$ cat config.mk
export PLATFORM = sky130hd
export DESIGN_NAME = vote_session_ctrl_flat
export DESIGN_NICKNAME = d
export VERILOG_FILES = /design/src/rtl/vote_session_ctrl_if.sv /design/src/rtl/vote_session_ctrl.sv /design/src/flat_wrapper.sv
export SDC_FILE = /design/constraint.sdc
export NUM_CORES = 1
export LEC_CHECK = 0
export BUFFER_PORTS_ARGS = -buffer_cell sky130_fd_sc_hd__buf_2
export CORE_MARGIN = 2
export CORE_UTILIZATION = 48
export CTS_CLUSTER_SIZE = 28
export DETAILED_ROUTE_END_ITERATION = 7
export PLACE_DENSITY = 0.72
export SYNTH_ARGS = -nofsm -noshare
export SYNTH_HDL_FRONTEND = slang
export SYNTH_SLANG_ARGS = --single-unit
$ cat constraint.sdc
create_clock -name clock -period 2.02 [get_ports clock]
set_input_delay 0.101 -clock clock [delete_from_list [all_inputs] [get_ports clock]]
set_output_delay 0.101 -clock clock [all_outputs]
set_load 0.005 [all_outputs]
$ cat src/rtl/vote_session_ctrl_if.sv
// Voting session bus: button/mode/arm inputs and the vote strobe/status outputs.
interface vote_session_ctrl_if;
  logic       mode;
  logic       voter_arm;
  logic       candidate1_button;
  logic       candidate2_button;
  logic       candidate3_button;
  logic       candidate4_button;
  logic [3:0] candidate_inc;
  logic       valid_vote_casted;
  logic       armed;
  logic       busy;
  logic [7:0] reject_count;

  modport master (
    output mode, voter_arm,
    output candidate1_button, candidate2_button, candidate3_button, candidate4_button,
    input  candidate_inc, valid_vote_casted, armed, busy, reject_count
  );

  modport slave (
    input  mode, voter_arm,
    input  candidate1_button, candidate2_button, candidate3_button, candidate4_button,
    output candidate_inc, valid_vote_casted, armed, busy, reject_count
  );
endinterface

$ cat src/rtl/vote_session_ctrl.sv
// Voter session sequencer: one counted vote per authorisation, multi-press rejection.
// Optional VOTE_TIMEOUT_EN: armed sessions expire after TIMEOUT_CYCLES.
module vote_session_ctrl #(
  parameter int HOLD_CYCLES    = 4,
  parameter int LOCKOUT_CYCLES = 8,
  parameter int TIMEOUT_CYCLES = 64
) (
  input  logic               clock,
  input  logic               reset,
  vote_session_ctrl_if.slave bus
);

  localparam int MAXHL = (HOLD_CYCLES > LOCKOUT_CYCLES) ? HOLD_CYCLES : LOCKOUT_CYCLES;
  localparam int MAXP  = (MAXHL > TIMEOUT_CYCLES) ? MAXHL : TIMEOUT_CYCLES;
  localparam int TW    = $clog2(MAXP) + 1;

  typedef enum logic [2:0] {IDLE, ARMED, CAST, HOLD, LOCKOUT} state_t;

  state_t          state, nxt;
  logic [TW-1:0]   tmr, tmr_d;
  logic [3:0]      btn, prev, rise;
  logic            one_hot, multi, rej_inc;
  logic [3:0]      inc_q;
  logic            vvc_q, armed_q, busy_q;
  logic [7:0]      rej_q;

  assign btn     = {bus.candidate4_button, bus.candidate3_button,
                    bus.candidate2_button, bus.candidate1_button};
  assign rise    = btn & ~prev;
  assign one_hot = (btn != 4'd0) && ((btn & (btn - 4'd1)) == 4'd0);
  assign multi   = (btn != 4'd0) && !one_hot;

  always_comb begin
    nxt     = state;
    tmr_d   = tmr;
    rej_inc = 1'b0;
    case (state)
      IDLE: if (bus.voter_arm && !bus.mode) begin
        nxt = ARMED;
`ifdef VOTE_TIMEOUT_EN
        tmr_d = TW'(TIMEOUT_CYCLES);
`endif
      end
      ARMED: begin
        if (bus.mode) nxt = IDLE;
        else if ((rise != 4'd0) && one_hot) nxt = CAST;
        else begin
          rej_inc = (rise != 4'd0) && multi;
`ifdef VOTE_TIMEOUT_EN
          if (tmr <= TW'(1)) nxt = IDLE;
          else tmr_d = tmr - TW'(1);
`endif
        end
      end
      CAST: begin
        if (HOLD_CYCLES == 1) begin
          nxt   = LOCKOUT;
          tmr_d = TW'(LOCKOUT_CYCLES);
        end else begin
          nxt   = HOLD;
          tmr_d = TW'(HOLD_CYCLES - 1);
        end
      end
      HOLD: begin
        if (tmr <= TW'(1)) begin
          nxt   = LOCKOUT;
          tmr_d = TW'(LOCKOUT_CYCLES);
        end else tmr_d = tmr - TW'(1);
      end
      LOCKOUT: begin
        // timer parks at 1 once elapsed; exit waits for every button released
        if (tmr > TW'(1)) tmr_d = tmr - TW'(1);
        else if (btn == 4'd0) nxt = IDLE;
      end
      default: nxt = IDLE;
    endcase
  end

  always_ff @(posedge clock) begin
    if (reset) begin
      state   <= IDLE;
      tmr     <= '0;
      prev    <= '0;
      inc_q   <= '0;
      vvc_q   <= 1'b0;
      armed_q <= 1'b0;
      busy_q  <= 1'b0;
      rej_q   <= '0;
    end else begin
      state   <= nxt;
      tmr     <= tmr_d;
      prev    <= btn;
      inc_q   <= (nxt == CAST) ? btn : 4'd0;
      vvc_q   <= (nxt == CAST) || (nxt == HOLD);
      armed_q <= (nxt == ARMED);
      busy_q  <= (nxt == CAST) || (nxt == HOLD) || (nxt == LOCKOUT);
      if (rej_inc && (rej_q != 8'hFF)) rej_q <= rej_q + 8'd1;
    end
  end

  assign bus.candidate_inc     = inc_q;
  assign bus.valid_vote_casted = vvc_q;
  assign bus.armed             = armed_q;
  assign bus.busy              = busy_q;
  assign bus.reject_count      = rej_q;

endmodule

$ cat src/flat_wrapper.sv
// flat-port wrapper written by rule: the top's interface ports become plain ports
module vote_session_ctrl_flat 
#(
  parameter int HOLD_CYCLES    = 4,
  parameter int LOCKOUT_CYCLES = 8,
  parameter int TIMEOUT_CYCLES = 64
)
  (clock, reset, bus_mode, bus_voter_arm, bus_candidate1_button, bus_candidate2_button, bus_candidate3_button, bus_candidate4_button, bus_candidate_inc, bus_valid_vote_casted, bus_armed, bus_busy, bus_reject_count);
  vote_session_ctrl_if bus_i ();
  input  logic clock;
  input  logic reset;
  input wire logic [$bits(bus_i.mode)-1:0] bus_mode;
  input wire logic [$bits(bus_i.voter_arm)-1:0] bus_voter_arm;
  input wire logic [$bits(bus_i.candidate1_button)-1:0] bus_candidate1_button;
  input wire logic [$bits(bus_i.candidate2_button)-1:0] bus_candidate2_button;
  input wire logic [$bits(bus_i.candidate3_button)-1:0] bus_candidate3_button;
  input wire logic [$bits(bus_i.candidate4_button)-1:0] bus_candidate4_button;
  output wire logic [$bits(bus_i.candidate_inc)-1:0] bus_candidate_inc;
  output wire logic [$bits(bus_i.valid_vote_casted)-1:0] bus_valid_vote_casted;
  output wire logic [$bits(bus_i.armed)-1:0] bus_armed;
  output wire logic [$bits(bus_i.busy)-1:0] bus_busy;
  output wire logic [$bits(bus_i.reject_count)-1:0] bus_reject_count;
  assign bus_i.mode = bus_mode;
  assign bus_i.voter_arm = bus_voter_arm;
  assign bus_i.candidate1_button = bus_candidate1_button;
  assign bus_i.candidate2_button = bus_candidate2_button;
  assign bus_i.candidate3_button = bus_candidate3_button;
  assign bus_i.candidate4_button = bus_candidate4_button;
  assign bus_candidate_inc = bus_i.candidate_inc;
  assign bus_valid_vote_casted = bus_i.valid_vote_casted;
  assign bus_armed = bus_i.armed;
  assign bus_busy = bus_i.busy;
  assign bus_reject_count = bus_i.reject_count;
  vote_session_ctrl #(.HOLD_CYCLES(HOLD_CYCLES), .LOCKOUT_CYCLES(LOCKOUT_CYCLES), .TIMEOUT_CYCLES(TIMEOUT_CYCLES)) u_core (.clock(clock), .reset(reset), .bus(bus_i));
endmodule
; Word-level counts from Yosys, hierarchy flattened
; Cells that the tools add are included.
[totals]
regBits = 29
output_inout_bits = 15
word_cells = 58
[op_classes]
add_sub_neg = 3
order_cmp = 2
eq_ne = 10
muxes = 13
bitwise = 4
reduce_logical = 18
[ops]
columns = op, count
row1 = $pmux 7 s3, 1
row2 = $mux 3, 6
row3 = $pmux 3 s5, 1
row4 = $mux 7, 2
row5 = $eq 3x2->1 const B, 4
row6 = $add 8x1->8 const B, 1
row7 = $and 4x4->4, 2
row8 = $logic_not 4->1, 2
row9 = $ne 8x8->1 const B, 1
row10 = $reduce_bool 4->1, 2
row11 = $gt 7x1->1 const B, 1
row12 = $le 7x1->1 const B, 1
row13 = $sub 7x1->7 const B, 1
row14 = $eq 3x1->1 const B, 2
row15 = $eq 3x3->1 const B, 2
row16 = $logic_and 1x1->1, 6
row17 = $not 4->4, 1
row18 = $sub 4x1->4 const B, 1
row19 = $logic_not 3->1, 1
row20 = $mux 1, 3
row21 = $reduce_bool 3->1, 1
row22 = $logic_not 1->1, 2
row23 = $logic_or 1x1->1, 2
row24 = $ne 2x1->1 const B, 1
row25 = 3 further kinds, 3

; Depth between registers and ports, before layout
; Gate-level depths: netlist (run 1).
[depth]
word_depth = 11
ltp_mapped = 7
mapped_depth_nobuf = 7

; Least setup slack after synthesis (run 1)
; Ideal clock, no wire load.
[synth_timing]
path_type = register to register
startpoint = register u_core.tmr[2]
endpoint = register u_core.armed_q (netlist: u_core.bus.armed)
setup_time_ns = 0.103
t_arrival_ns = 1.933
required_time_ns = 1.917
slack_ns = -0.017
path_stages_with_launch = 5
path_buffers = 0
period_less_slack_ns = 2.037
path_cell_list = dfxtp_1 -> or4_4 -> or3_4 -> or3_4 -> a2111oi_2
[synth_via]
elab_chain_cells = 4
word_cells_on_any_way = 6
classes_between = 2 x order compare / 1 x eq/ne / 3 x mux
[synth_lines]
columns = item, line_no
row1 = start: declaration, vote_session_ctrl.sv:20  ; logic [TW-1:0] tmr, tmr_d;
row2 = start signal: assignment, vote_session_ctrl.sv:91  ; tmr <= tmr_d;
row3 = $gt 7x1->1 / $le 7x1->1 (equally long branches), "vote_session_ctrl.sv:72, vote_session_ctrl.sv:65"
row4 = $mux 3 (on tied branches), "vote_session_ctrl.sv:72, vote_session_ctrl.sv:65"
row5 = $pmux 3 s5 *, vote_session_ctrl.sv:37  ; case (state)
row6 = $eq 3x1->1 *, vote_session_ctrl.sv:95  ; armed_q <= (nxt == ARMED);
row7 = end signal: assignment, vote_session_ctrl.sv:95
row8 = end: declaration, vote_session_ctrl.sv:24  ; logic vvc_q, armed_q, busy_q;
; Mark *: on every way between the ends. The rest lies on a longest branch, timed or not.
; A chain may end at the register's enable or synchronous reset.

; Final worst setup path (run 1)
[layout_timing]
startpoint = register u_core.tmr[5]
endpoint = register u_core.armed_q (netlist: u_core.bus.armed)
; Same word-level chain as after synthesis.

==> impl_metrics.json, run 1 <==
{
  "dp_hpwl_mm": 2.332,
  "areaGrowthSynthToFinish_pct": 28.06,
  "synth.avg_cell_area_um2": 8.806,
  "synth_top_area_cell": "dfxtp_1",
  "start_util": 0.5077,
  "p_per_area_nw_per_um2": 758.0,
  "drt_iter0_drc": 58,
  "numCtsBuffers": 5,
  "ys_seq_area_frac": 0.4147,
  "cts_root_buf": "clkbuf_4",
  "place_congestion": 0.7997,
  "finalWorstSetupSlack_ns": -0.02310,
  "tightest_slew_ns": 0.3953,
  "grt_max_degree": 21,
  "path_delay_family": "simple AND/OR/NAND/NOR gates",
  "grt_pass1_vias": 1190,
  "drive_gt1_frac": 0.3069,
  "netlist_instances": 159,
  "die_x_um": 58.01,
  "final_max_slew_viol_count": 0,
  "antenna-diode-count": 0,
  "holdWs_ns": 0.09593,
  "violations": "negative setup slack",
  "wl_per_cell_um": 14.09,
  "yosysWarnings": 0,
  "critPathMaxFanout": 4,
  "antenna_found_initial": 0,
  "post_synth_main_area_contributors": "dfxtp_1 41%, a21oi_1 4.6%, nor2_1 3.5%, a211oi_1 2.7%, ha_1 2.7%",
  "worst_setup_path_end_kind": "register",
  "synthArstFlopShare": 0,
  "dpl_cell_area_um2": 1653,
  "cp_data_arrival_time_ns": 2.26,
  "met2_usage": 0.3247,
  "outcome": "finished, violations left",
  "grt_overflow": 0,
  "dieArea_um2": 3365,
  "row_count": 19,
  "grt_usage": 0.2077,
  "cap_viol_max_count": 0,
  "fmax_ghz": 0.4895,
  "fin_setup_tns_ns": -0.02310,
  "stdcell_area_um2": 1793,
  "busiest_layer": "met2",
  "nets": 212,
  "cts.clk_slew.worst_paths_ns": 0.09,
  "ir_drop_mv": 0.6988,
  "critical_path_class": "reg2reg",
  "synth_edf_count": 0,
  "cts_tree": "built",
  "drt-pass1-iter-count": 4,
  "final.period_utilization": 1.011,
  "rsz0062_at_grt": "yes",
  "dp_slack_ns": -0.1060,
  "drc_errors": 0,
  "crit_required_ns": 2.24,
  "crit_top_cell": "or3_4",
  "vias": 1334,
  "hold_path_class": "in2reg",
  "synthDistinctLibCells": 43,
  "wl_mm": 3.284,
  "setup_violations": 1,
  "worstPathCellList": "or4_4 > or3_4 > or3_4 > a2111oi_4",
  "boundaryPins": 23,
  "ys_ff_latch": 29,
  "clk_latency_ns": 0.32,
  "start_kind": "register",
  "yosys.area.top_type_share": 0.4147,
  "min_period_ns": 2.043,
  "max_slew_margin": 0.7364,
  "slowest_stage": "or4_4",
  "p_leak_nw": 0.7391,
  "io_buffers": 22,
  "syn_nets": 170,
  "synthFlopType": "dfxtp_1",
  "layout_common_cells": "26 x dfxtp_1, 22 x buf_2, 19 x buf_4",
  "ant_nets": 0,
  "cts-htree-levels": 2,
  "clockBufferDepth": 2,
  "met3_usage": 0.05357,
  "cts_hold_buffers": 0,
  "gr-usage-met1": 0.2801,
  "fin_skew_ns": 0.01186,
  "total_power_w": 0.001359,
  "synth_area_um2": 1400,
  "coreArea_um2": 2758,
  "worst-path-buf-inv": 0,
  "vias_per_cell": 5.725,
  "die_h_um": 58.01,
  "layout_commonest_cell": "dfxtp_1",
  "grt_pass1_wl_mm": 5.347,
  "clock_sinks": 29,
  "hold_viol": 0,
  "cpPeakStageDelay_ns": 0.53
}
stage by stage:
step,utilization,std cells
floorplan,-,159
global placement,0.5994,223
detailed placement,0.5994,223
CTS,0.6311,231
global route,0.6502,233
finish,0.6502,233
final cells by class:
class / instances / area, um^2
clock buffer: 7 / 65.06
clock inverter: 1 / 5.005
fill: 234 / 964.7
inverter: 9 / 33.78
multi-input combinational: 115 / 813.3
sequential: 29 / 584.3
tap: 31 / 38.79
timing repair buffer: 41 / 252.7
layer usage:
layer	part of all wire	vias up
li1	-	676
met1	0.46	619
met2	0.48	33
met3	0.038	6
met4	0.019	0
met5	0	-
flip-flops by register name, summed over array words and instances, names as in the netlist:
name,cells
u_core.tmr,7
u_core.bus.valid_vote_casted,1
u_core.state,3
u_core.bus.busy,1
u_core.bus.armed,1
u_core.bus.reject_count,8
u_core.bus.candidate_inc,4
u_core.prev,4
power breakdown:
part	switching, W	internal, W
clock network	0.000201	0.000202
registers	0.0000240	0.000603
logic	0.000169	0.000161
Yosys cell counts, types with 2 or more instances:
| cell | instances |
|---|---|
| a211oi_1 | 5 |
| a21oi_1 | 13 |
| and4_1 | 2 |
| clkbuf_1 | 5 |
| dfxtp_1 | 29 |
| ha_1 | 3 |
| inv_1 | 9 |
| nand2_1 | 8 |
| nand2b_1 | 4 |
| nand3_1 | 6 |
| nor2_1 | 13 |
| nor2b_1 | 4 |
| nor3_1 | 5 |
| nor3b_1 | 5 |
| nor4_1 | 2 |
| o21ai_0 | 4 |
| o31ai_1 | 4 |
| or3_1 | 5 |
| or3_4 | 2 |
| or4_1 | 5 |
| xnor2_1 | 4 |
final timing paths:
| check | from | to | slack (ns) | cells past startpoint |
|---|---|---|---|---|
| setup reg to reg | u_core.tmr[5] | u_core.bus.armed | -0.02 | 4 |
| hold reg to reg | u_core.bus.reject_count[5] | u_core.bus.reject_count[5] | 0.50 | 2 |
| setup / recovery | u_core.tmr[5] | u_core.bus.armed | -0.02 | 4 |
| hold / removal | bus_candidate3_button | u_core.bus.candidate_inc[2] | 0.1 | 2 |
cell families (layout without fill, tap and decap cells):
logic type,count (synthesis),in the layout,share of synthesized area
compound gates,38,38,0.1904
xor+xnor,5,5,0.03128
fa+ha+maj,4,4,0.03396
buf+inv,15,58,0.04110
flops,29,29,0.4147
simple gates,68,68,0.2887
timing repair:
item / 4_1_cts / 5_1_grt
endpoints found under the hold margin: 0 / 0
setup endpoints to repair: 5 / 13
buffers inserted: 0 / 2
pin swaps: 1 / 3
gates resized for setup: 2 / 10
Note: power is estimated with default switching activity, not from simulation.
==> run 2: changes to the inputs <==
- CORE_UTILIZATION: 48 -> 49
- PLACE_DENSITY: 0.72 -> 0.74
==> impl_metrics.json, run 2 (synthesis gave the netlist of run 1 again) <==
{
  "nets": 216,
  "setup_violations": 0,
  "antenna_found_initial": 0,
  "grt_pass1_vias": 1269,
  "wl_per_cell_um": 13.99,
  "coreArea_um2": 2734,
  "final.period_utilization": 0.9889,
  "path_delay_family": "simple AND/OR/NAND/NOR gates",
  "hp-start": "bus_candidate1_button",
  "cts_hold_buffers": 0,
  "crit_top_cell": "or3_4",
  "largest_register_ffs": 8,
  "r2r_slack_ns": 0.02,
  "grt_pass1_wl_mm": 5.506,
  "fin_skew_ns": 0.008119,
  "tightest_slew_ns": 0.4032,
  "worst-path-buf-inv": 0,
  "place_congestion": 0.8260,
  "vias": 1369,
  "vias_per_cell": 5.776,
  "r2r-start": "u_core.tmr[5]",
  "drive_gt1_frac": 0.3058,
  "grt_overflow": 0,
  "fin_setup_tns_ns": 0,
  "p_per_area_nw_per_um2": 727.5,
  "numCtsBuffers": 5,
  "row_count": 19,
  "cpPeakStageDelay_ns": 0.54,
  "dp_hpwl_mm": 2.257,
  "reg2regPathDepth": 4,
  "reg2reg_to": "u_core.bus.armed",
  "hold_path_class": "in2reg",
  "slowest_stage": "or4_4",
  "critPathMaxFanout": 3,
  "drt-pass1-iter-count": 4,
  "start_kind": "register",
  "clock_sinks": 29,
  "worst_setup_path_end_kind": "register",
  "antenna-diode-count": 0,
  "max_slew_margin": 0.7312,
  "ant_nets": 0,
  "clockBufferDepth": 2,
  "final_core_util": 0.6535,
  "wl_mm": 3.315,
  "clk_latency_ns": 0.32,
  "crit_required_ns": 2.24,
  "worstPathCellList": "or4_4 > or3_4 > or3_4 > a2111oi_4",
  "hold_viol": 0,
  "io_buffers": 22,
  "critical_path_class": "reg2reg",
  "nFillCells": 242,
  "dpl_cell_area_um2": 1668,
  "die_x_um": 57.46,
  "grt_usage": 0.2135,
  "drc_errors": 0,
  "fmax_ghz": 0.5006,
  "drt_iter0_drc": 41,
  "layout_common_cells": "27 x dfxtp_1, 22 x buf_2, 22 x buf_4",
  "cts.clk_slew.worst_paths_ns": 0.10,
  "total_power_w": 0.001300,
  "ir_drop_mv": 0.6128,
  "cts_tree": "built",
  "cp_data_arrival_time_ns": 2.22,
  "p_leak_nw": 0.7387,
  "outcome": "completed",
  "areaGrowthSynthToFinish_pct": 27.61,
  "cts-htree-levels": 2,
  "holdPathEnd": "u_core.prev[0]",
  "rsz0062_at_grt": "yes",
  "boundaryPins": 23,
  "min_period_ns": 1.998,
  "cts_root_buf": "clkbuf_4",
  "start_util": 0.5121,
  "hold-path-cell-count": 3,
  "cap_viol_max_count": 0,
  "final_max_slew_viol_count": 0,
  "layout_commonest_cell": "dfxtp_1",
  "die_h_um": 57.46,
  "grt_max_degree": 21,
  "stdcell_area_um2": 1787,
  "dieArea_um2": 3301
}
## run 2: cell types whose count changed in the layout (fill, tap and decap cells not counted), sizes merged
cell | previous run | this run
clkinv | 1 | 2
buf | 41 | 44
or3 | 7 | 8
clkbuf | 7 | 6
## run 2: area by class of cell
cell class	instances	area, um^2	share of cell area
Inverter	9	33.78	0.01891
Timing Repair Buffer	44	275.3	0.1541
Clock buffer	6	41.29	0.02311
Multi-Input combinational cell	116	804.5	0.4503
Sequential cell	29	583.1	0.3263
Clock inverter	2	10.01	0.005602
Tap cell	31	38.79	0.02171
## run 2: timing repair
action                     CTS  global route
setup endpoints to repair    5             6
resized for setup            3             6
setup buffers                1             2
pin swaps                    3             3
gates cloned                 0             1
## run 2: stage by stage
stage / hold slack [ns] / setup slack, ns / instances
final: 0.08264 / 0.02243 / 237
after global routing: 0.08239 / -0.04329 / 237
after CTS: 0.08047 / 0.02727 / 234
after detailed placement: 0.4188 / -0.03836 / 225
after global placement: 0.4121 / 0.01615 / 225
after floorplan: 0.2292 / 0.02244 / 159
## run 2: metal layers
layer | up-vias | routed length [um] | global-route usage
met3 | 2 | 156 | 0.06349
met2 | 38 | 1584 | 0.3360
met5 | - | 0 | 0
met4 | 0 | 23 | 0.08638
li1 | 679 | - | -
met1 | 650 | 1550 | 0.2738
## run 2: tightest hold or removal path, stage by stage
cell and delay [ns]:
buf_2 0.10, inv_1 0.08, nor2_1 0.09
## run 2: report_power, final
group / total (W) / switching [W] / internal (W) / leakage (nW)
Clock: 0.000335 / 0.000203 / 0.000132 / 0.0320
Sequential: 0.000625 / 0.0000223 / 0.000603 / 0.237
Combinational: 0.000340 / 0.000161 / 0.000179 / 0.470
Total: 0.00130 / 0.000386 / 0.000914 / 0.739
## run 2: worst max-delay path by stage
stage          cells past startpoint            start  slack [ns]                         end
5_1_grt                            4    u_core.tmr[5]       -0.04            u_core.bus.armed
3_5_place_dp                       5  u_core.state[1]       -0.04  u_core.bus.reject_count[4]
2_1_floorplan                      4    u_core.tmr[2]        0.02            u_core.bus.armed
4_1_cts                            5  u_core.state[1]        0.03  u_core.bus.reject_count[5]
3_3_place_gp                       4    u_core.tmr[5]        0.02            u_core.bus.armed
6_report                           4    u_core.tmr[5]        0.02            u_core.bus.armed
==> run 3: changes to the inputs <==
- CTS_CLUSTER_SIZE: 28 -> 14
- SETUP_SLACK_MARGIN: default -> 0.5
==> impl_metrics.json, run 3 (synthesis gave the netlist of run 1 again) <==
{
  "rsz0062_at_grt": "yes",
  "p_leak_nw": 0.7894,
  "critPathMaxFanout": 3,
  "nFillCells": 201,
  "cp_data_arrival_time_ns": 2.20,
  "start_util": 0.5121,
  "ant_nets": 0,
  "p_per_area_nw_per_um2": 807.6,
  "vias": 1420,
  "fin_setup_tns_ns": 0,
  "final.period_utilization": 0.9878,
  "ir_drop_mv": 0.9279,
  "clk_latency_ns": 0.32,
  "clockBufferDepth": 2,
  "boundaryPins": 23,
  "place_congestion": 0.8111,
  "r2r-start": "u_core.tmr[2]",
  "antenna_found_initial": 0,
  "cts-htree-levels": 2,
  "grt_max_degree": 21,
  "drive_gt1_frac": 0.4251,
  "io_buffers": 22,
  "hold_viol": 0,
  "start_kind": "register",
  "vias_per_cell": 5.966,
  "multi_input_area_um2": 939.7,
  "slowest_stage": "or4_4",
  "nets": 217,
  "dpl_cell_area_um2": 1650,
  "dieArea_um2": 3301,
  "fmax_ghz": 0.5012,
  "holdPathEnd": "u_core.prev[1]",
  "cts_tree": "built",
  "finalWorstSetupSlack_ns": 0.02469,
  "max_slew_margin": 0.7022,
  "grt_overflow": 0,
  "r2r_slack_ns": 0.02,
  "cap_viol_max_count": 0,
  "wl_mm": 3.803,
  "final_max_slew_viol_count": 0,
  "die_x_um": 57.46,
  "row_count": 19,
  "reg2regPathDepth": 4,
  "layout_commonest_cell": "dfxtp_1",
  "clock_sinks": 29,
  "grt_usage": 0.2413,
  "antenna-diode-count": 0,
  "hp-start": "bus_candidate2_button",
  "crit_required_ns": 2.23,
  "numCtsBuffers": 5,
  "critical_path_class": "reg2reg",
  "total_power_w": 0.001610,
  "dp_hpwl_mm": 2.366,
  "layout_common_cells": "24 x dfxtp_1, 22 x buf_2, 19 x buf_4",
  "stdcell_area_um2": 1993,
  "grt_pass1_vias": 1311,
  "tightest_slew_ns": 0.4468,
  "crit_top_cell": "or3_4",
  "worst_setup_path_end_kind": "register",
  "cpPeakStageDelay_ns": 0.54,
  "coreArea_um2": 2734,
  "cts.clk_slew.worst_paths_ns": 0.09,
  "largest_register_ffs": 8,
  "areaGrowthSynthToFinish_pct": 42.36,
  "drt_iter0_drc": 74,
  "drt-pass1-iter-count": 4,
  "fin_skew_ns": 0.009467,
  "drc_errors": 0,
  "dp_slack_ns": -0.01067,
  "hold_path_class": "in2reg",
  "setup_violations": 0,
  "cts_hold_buffers": 0,
  "wl_per_cell_um": 15.98,
  "hold-path-cell-count": 2,
  "seqCellArea_um2": 586.8,
  "cts_root_buf": "clkbuf_4",
  "worstPathCellList": "or4_4 > or3_4 > or3_4 > a2111oi_4",
  "outcome": "completed",
  "die_h_um": 57.46,
  "grt_pass1_wl_mm": 6.113,
  "min_period_ns": 1.995,
  "reg2reg_to": "u_core.bus.armed"
}
==> run 3: cell types whose count changed in the layout (fill, tap and decap cells not counted), sizes merged <==
cell / delta
or3: -1
clkinv: -2
buf: +2
clkbuf: +1
bufinv: +1
==> run 3: worst max path at each step <==
stage                        from               end  slack (ns)  cells past startpoint
floorplan           u_core.tmr[2]  u_core.bus.armed        0.05                      4
global placement    u_core.tmr[2]  u_core.bus.armed        0.05                      4
detailed placement  u_core.tmr[2]  u_core.bus.armed       -0.01                      4
CTS                 u_core.tmr[2]  u_core.bus.armed        0.06                      4
global route        u_core.tmr[2]  u_core.bus.armed       -0.02                      4
finish              u_core.tmr[2]  u_core.bus.armed        0.02                      4
==> run 3: critical path: cells and delay by family (launching register included) <==
family | cells | cell delay (ns)
and+or+nand+nor | 3 | 1.24
AOI/OAI and AO/OA | 1 | 0.31
DFF | 1 | 0.33
==> run 3: metrics by stage <==
stage	hold WS, ns	util	cells
after CTS	0.07502	0.6984	235
after floorplan	0.2292	-	159
final	0.08867	0.7291	238
after detailed placement	0.4143	0.6037	218
after global placement	0.4186	0.6037	218
after global routing	0.07900	0.7291	238
==> run 3: where the power goes <==
group          internal [W]  leakage (nW)  switching (W)
Clock              0.000296        0.0455       0.000194
Sequential         0.000604         0.238      0.0000311
Combinational      0.000251         0.506       0.000234
Total               0.00115         0.789       0.000459
==> run 3: final cells by class <==
class | instances | area share
timing repair buffer | 46 | 0.1551
multi-input combinational | 115 | 0.4714
clock inverter | 1 | 0.01507
tap | 31 | 0.01946
sequential | 29 | 0.2944
clock buffer | 7 | 0.02762
inverter | 9 | 0.01695
==> run 3: layer usage <==
metal  vias to the layer above  GRT usage  routed length (um)  part of all wire
met5                         -          0                   0                 0
met4                         0    0.09635                  47             0.012
met3                         6    0.05669                 203             0.053
met2                        44     0.4140                1979              0.52
met1                       685     0.2894                1573              0.41
li1                        685          -                   -                 -
==> run 3: repair_timing <==
item / 4_1_cts / 5_1_grt
setup buffers: 9 / 3
setup endpoints to repair: 25 / 25
resized for setup: 24 / 14
pin swaps: 9 / 9
cloned: 0 / 0
endpoints found under the hold margin: 0 / 0
